## config.mk

```make
export PLATFORM = sky130hd
export DESIGN_NAME = cpu_output_capture
export DESIGN_NICKNAME = d
export VERILOG_FILES = /design/src/rtl/cpu_capture_pkg.sv /design/src/rtl/capture_fifo.sv /design/src/rtl/cpu_output_capture.sv
export SDC_FILE = /design/constraint.sdc
export NUM_CORES = 1
export LEC_CHECK = 0
export CORE_AREA = 3 3 128 130
export DETAILED_ROUTE_END_ITERATION = 7
export DIE_AREA = 0 0 131 133
export PLACE_DENSITY = 0.78
export SLEW_MARGIN = 20
export SYNTH_ARGS = -nofsm -noshare
export SYNTH_HDL_FRONTEND = slang
export SYNTH_HIERARCHICAL = 1
export SYNTH_SLANG_ARGS = --single-unit
```

## constraint.sdc

```tcl
create_clock -name clk -period 2.52 [get_ports clk]
set_clock_uncertainty 0.1 [all_clocks]
set_input_delay 0.252 -clock clk [delete_from_list [all_inputs] [get_ports clk]]
set_output_delay 0.252 -clock clk [all_outputs]
set_load 0.03 [all_outputs]
```

## src/rtl/cpu_capture_pkg.sv

```systemverilog
// Shared types and constants for the CPU output capture block.
package cpu_capture_pkg;

    localparam int TOTAL_W = 32;
    localparam int CHK_W   = 16;

    typedef enum logic {
        WD_ACTIVE = 1'b0,
        WD_IDLE   = 1'b1
    } wd_state_t;

endpackage

```

## src/rtl/capture_fifo.sv

```systemverilog
// First-word-fall-through buffer for captured CPU words: storage, pointers and occupancy.
module capture_fifo #(
    parameter int DATA_W = 8,
    parameter int DEPTH  = 16
) (
    input  logic                       clk,
    input  logic                       rst,
    input  logic [DATA_W-1:0]          wr_data,
    input  logic                       wr_en,
    input  logic                       rd_ready,
    output logic [DATA_W-1:0]          rd_data,
    output logic                       rd_valid,
    output logic [$clog2(DEPTH):0]     count,
    output logic                       push,
    output logic                       drop
);

    localparam int PTR_W = $clog2(DEPTH);
    localparam int CNT_W = PTR_W + 1;

    logic [DATA_W-1:0] mem [DEPTH];
    logic [PTR_W-1:0]  wr_ptr;
    logic [PTR_W-1:0]  rd_ptr;
    logic              pop;
    logic              full;

    assign rd_valid = (count != '0);
    assign full     = (count == CNT_W'(DEPTH));
    assign pop      = rd_valid && rd_ready;
    // A full buffer still accepts a word when the head leaves in the same cycle.
    assign push     = wr_en && (!full || pop);
    assign drop     = wr_en && full && !pop;
    assign rd_data  = rd_valid ? mem[rd_ptr] : '0;

    always_ff @(posedge clk) begin
        if (push) begin
            mem[wr_ptr] <= wr_data;
        end
    end

    always_ff @(posedge clk or posedge rst) begin
        if (rst) begin
            wr_ptr <= '0;
            rd_ptr <= '0;
            count  <= '0;
        end else begin
            if (push) begin
                wr_ptr <= wr_ptr + PTR_W'(1);
            end
            if (pop) begin
                rd_ptr <= rd_ptr + PTR_W'(1);
            end
            case ({push, pop})
                2'b10:   count <= count + CNT_W'(1);
                2'b01:   count <= count - CNT_W'(1);
                default: count <= count;
            endcase
        end
    end

endmodule

```

## src/rtl/cpu_output_capture.sv

```systemverilog
// Captures CPU output words into a FWFT buffer with drop flag, word total and idle watchdog.
// Define CPU_CAPTURE_CHECKSUM_EN to add a 16-bit running sum of accepted words.
//
// Watchdog states:
//   state     | meaning
//   WD_ACTIVE | counting consecutive cycles without in_en
//   WD_IDLE   | TIMEOUT idle cycles seen; idle asserted until next in_en
module cpu_output_capture
    import cpu_capture_pkg::*;
#(
    parameter int DATA_W  = 8,
    parameter int DEPTH   = 16,
    parameter int TIMEOUT = 1024
) (
    input  logic                    clk,
    input  logic                    rst,
    input  logic [DATA_W-1:0]       in_data,
    input  logic                    in_en,
    output logic [DATA_W-1:0]       out_data,
    output logic                    out_valid,
    input  logic                    out_ready,
    output logic [$clog2(DEPTH):0]  count,
    output logic                    overflow,
    output logic                    idle,
`ifdef CPU_CAPTURE_CHECKSUM_EN
    output logic [CHK_W-1:0]        checksum,
`endif
    output logic [TOTAL_W-1:0]      total
);

    localparam int WD_W = (TIMEOUT > 1) ? $clog2(TIMEOUT + 1) : 1;
    localparam logic [WD_W-1:0] WD_LIMIT = WD_W'(TIMEOUT);

    logic            push;
    logic            drop;
    wd_state_t       wd_state;
    wd_state_t       wd_state_next;
    logic [WD_W-1:0] wd_cnt;
    logic [WD_W-1:0] wd_cnt_next;

    capture_fifo #(
        .DATA_W (DATA_W),
        .DEPTH  (DEPTH)
    ) u_fifo (
        .clk      (clk),
        .rst      (rst),
        .wr_data  (in_data),
        .wr_en    (in_en),
        .rd_ready (out_ready),
        .rd_data  (out_data),
        .rd_valid (out_valid),
        .count    (count),
        .push     (push),
        .drop     (drop)
    );

    always_ff @(posedge clk or posedge rst) begin
        if (rst) begin
            overflow <= 1'b0;
            total    <= '0;
        end else begin
            if (drop) begin
                overflow <= 1'b1;
            end
            if (push) begin
                total <= total + TOTAL_W'(1);
            end
        end
    end

`ifdef CPU_CAPTURE_CHECKSUM_EN
    always_ff @(posedge clk or posedge rst) begin
        if (rst) begin
            checksum <= '0;
        end else if (push) begin
            checksum <= checksum + CHK_W'(in_data);
        end
    end
`endif

    always_ff @(posedge clk or posedge rst) begin
        if (rst) begin
            wd_state <= WD_ACTIVE;
            wd_cnt   <= '0;
        end else begin
            wd_state <= wd_state_next;
            wd_cnt   <= wd_cnt_next;
        end
    end

    // The counter saturates at TIMEOUT; IDLE is entered on the edge it gets there.
    always_comb begin
        wd_state_next = wd_state;
        wd_cnt_next   = wd_cnt;
        if (in_en) begin
            wd_cnt_next   = '0;
            wd_state_next = WD_ACTIVE;
        end else if (TIMEOUT != 0) begin
            if (wd_cnt != WD_LIMIT) begin
                wd_cnt_next = wd_cnt + WD_W'(1);
            end
            if (wd_cnt_next == WD_LIMIT) begin
                wd_state_next = WD_IDLE;
            end
        end
    end

    assign idle = (wd_state == WD_IDLE);

endmodule

```

==> flow_summary.toml <==
[route]
drtPass1Iterations = 5
ant_nets = 0
first_iter_violations = 312
remaining_drc_errors = 0
wl_per_cell_um = 19.5
viasPerCell = 5.58
finalWirelength_um = 16200
dr_total_vias = 4640

[power]
power_switching_w = 0.00336
swShare = 0.323
ir_drop_mv = 0.564
p_comb_frac = 0.378
p_int_w = 0.00705
leakagePower_nw = 3.74
clockPowerShare = 0.236
seqPwrFrac = 0.386
powerDensity_nw_per_um2 = 1050

[timing]
maxSlewViolCount = 0
min_period_ns = 2.69
hold_viol = 0
setup_violations = 8
slew_headroom = 0.406
setup_tns_ns = -1.03
tightest_slew_ns = 0.892
max_clock_freq_ghz = 0.372
rsz0062_at_grt = "true"
setup_ws_ns = -0.168
holdWs_ns = 0.0818
period_share = 1.07

[yosys]
synth_cells = 502
ys_types = 54
syn_area_per_cell_um2 = 16.0
synth_edf_count = 128
synthesis.area_um2 = 8020
async_flop_share = 0.312
ys_seq_area_frac = 0.660
syn_nets = 524
yosysWarnings = 6
synth.ff_latch_count = 186
synth_ff_type = "edfxtp_1"

[global_route]
busiest_layer = "met2"
grt_pass1_wl_um = 25400
grt_pass1_vias = 4718
antenna_found_initial = 0
grt_max_degree = 33
grt_use_met2 = 0.318
use_met1 = 0.252
grt_overflow = 0
grtUsageTotal = 0.194
use_met3 = 0.0585

[setup_path]
required_ns = 2.17
cp_cell_sequence = "clkbuf_16 > buf_6 > mux4_2 > mux2_4 > o21ai_2 > a21oi_2 > buf_6"
path_buf_inv = 3
worstSetupStartpointType = "register"
critPathArrivalTime_ns = 2.34
path_max_fanout = 4
path_class = "reg2out"
cp_top_family = "multiplexers"
critPathMaxStageDelay_ns = 0.52
endpoint_kind = "output port"
crit_top_cell = "buf_6"
crit_path_top_delay_cell = "mux4_2"

[floorplan]
ios = 60
die_w_um = 131
die-area_um2 = 17400
core_um2 = 15300
row_count = 45
start_util = 0.526
chipHeight_um = 133

[clock_network]
clockBufferDepth = 2
clock-sinks = 186
cts_tree = "yes"
clkLatencyLatePin_ns = 0.41
clk_pin_slew_ns = 0.06
cts_buffers = 17
cts_max_level = 4
cts_root_buf = "clkbuf_16"

[finish]
num-nets-final = 632
area_growth_syn_to_layout_pct = 23.8
layout_commonest_cell = "edfxtp_1"
fill_cells = 1083
drive_gt1_frac = 0.245
final_cell_mix = "edfxtp_1 (128), dfrtp_1 (57), clkdlybuf4s50_1 (50)"
seqCellArea_um2 = 5300
insertedDiodeCount = 0
final_util = 0.651
stdcell_area_um2 = 9930
multiInputGateArea_um2 = 2610

[placement]
io_buffer_count = 59
gp_congestion = 0.772
dpl_worst_slack_ns = -0.120
hpwl_um = 10500
placed_cell_area_um2 = 9180

[worst_hold_path]
hp-class = "in2async"

[job]
cap_violations = 0

[outcome]
violations = "negative setup slack"
outcome = "complete, but fails checks"
==> sequential cells by signal (all words and copies together), names as in the netlist <==
signal and cells:
idle 1, u_fifo/rd_ptr 4, total 32, u_fifo/mem 128, overflow 1, u_fifo/count 5, wd_cnt 11, u_fifo/wr_ptr 4
==> power groups by stage <==
stage | clock network [W] | logic (W) | registers, W
final | 0.00246 | 0.00393 | 0.00402
after global placement | 0 | 0.00343 | 0.00402
after global routing | 0.00264 | 0.00418 | 0.00407
after detailed placement | 0 | 0.00351 | 0.00405
after CTS | 0.00250 | 0.00382 | 0.00401
after floorplan | 0 | 0.00213 | 0.00413
==> worst reg2reg max path, cell delays in order, from the launching register on <==
cell and delay (ns):
dfrtp_1 0.46, nor4_4 0.36, a21boi_1 0.18, xor2_1 0.17
ha_1 0.22, and3_1 0.20, o21ai_2 0.15, mux2i_1 0.10
a311o_1 0.32
==> synthesized netlist by cell type, drive strengths merged (3+ instances only) <==
cell | n | area (um^2)
a21oi | 12 | 60.1
and2 | 9 | 56.3
and3 | 6 | 37.5
and4 | 3 | 26.3
buf | 13 | 88.8
clkbuf | 5 | 18.8
dfrtp | 58 | 1450
edfxtp | 128 | 3840
ha | 10 | 125
inv | 19 | 71.3
mux2 | 11 | 124
mux2i | 10 | 100
mux4 | 32 | 721
nand2 | 18 | 67.6
nand2b | 3 | 18.8
nand3 | 13 | 65.1
nand4 | 16 | 143
nor2 | 25 | 93.8
nor2b | 5 | 31.3
nor3 | 11 | 66.3
nor3b | 4 | 35.0
nor4 | 7 | 88.8
o21ai | 13 | 80.1
or2 | 4 | 25.0
xnor2 | 30 | 263
xor2 | 20 | 175
==> final cells by class <==
cell class	count	area share
multi-input combinational	279	0.263
sequential	186	0.533
clock buffer	20	0.0440
inverter	19	0.00718
tap	211	0.0266
timing repair buffer	107	0.116
clock inverter	9	0.0103
==> per-stage QoR <==
| stage | total power (W) | instances |
|---|---|---|
| floorplan | 0.00626 | 502 |
| global placement | 0.00745 | 792 |
| detailed placement | 0.00756 | 792 |
| CTS | 0.0103 | 828 |
| global route | 0.0109 | 831 |
| finish | 0.0104 | 831 |
==> metal layers <==
metal  vias to the layer above  share of wire
li1                       2120              -
met1                      2364           0.41
met2                       141           0.51
met3                        15          0.062
met4                         0          0.012
met5                         -              0
==> logic make-up (layout without fill, tap and decap cells) <==
| family | Yosys count | in the layout | synth area share |
|---|---|---|---|
| adder cells (fa/ha/maj) | 10 | 10 | 0.0156 |
| multiplexers | 53 | 53 | 0.118 |
| AO/OA/AOI/OAI | 36 | 36 | 0.0287 |
| buffers and inverters | 37 | 155 | 0.0223 |
| flip-flops | 186 | 186 | 0.660 |
| XOR/XNOR | 50 | 50 | 0.0546 |
| AND/OR/NAND/NOR | 130 | 130 | 0.101 |
==> path summary, 6_finish.rpt <==
check	slack, ns	startpoint	cells after the start	to
max	-0.17	u_fifo/rd_ptr[1]	7	out_data[2]
max in group asynchronous	1.75	rst	3	total[28]
min in group clk	0.36	total[31]	1	total[31]
min	0.08	rst	2	wd_cnt[9]
min reg2reg	0.36	total[31]	1	total[31]
max reg2reg	0.15	u_fifo/count[3]	8	u_fifo/count[4]
==> timing repair <==
item / CTS / global route
setup endpoints to repair: 9 / 10
cloned: 2 / 0
gates resized for setup: 72 / 12
hold buffers: 0 / 0
pin swaps: 0 / 1
buffers inserted: 5 / 3
Note: power is estimated with default switching activity, not from simulation.
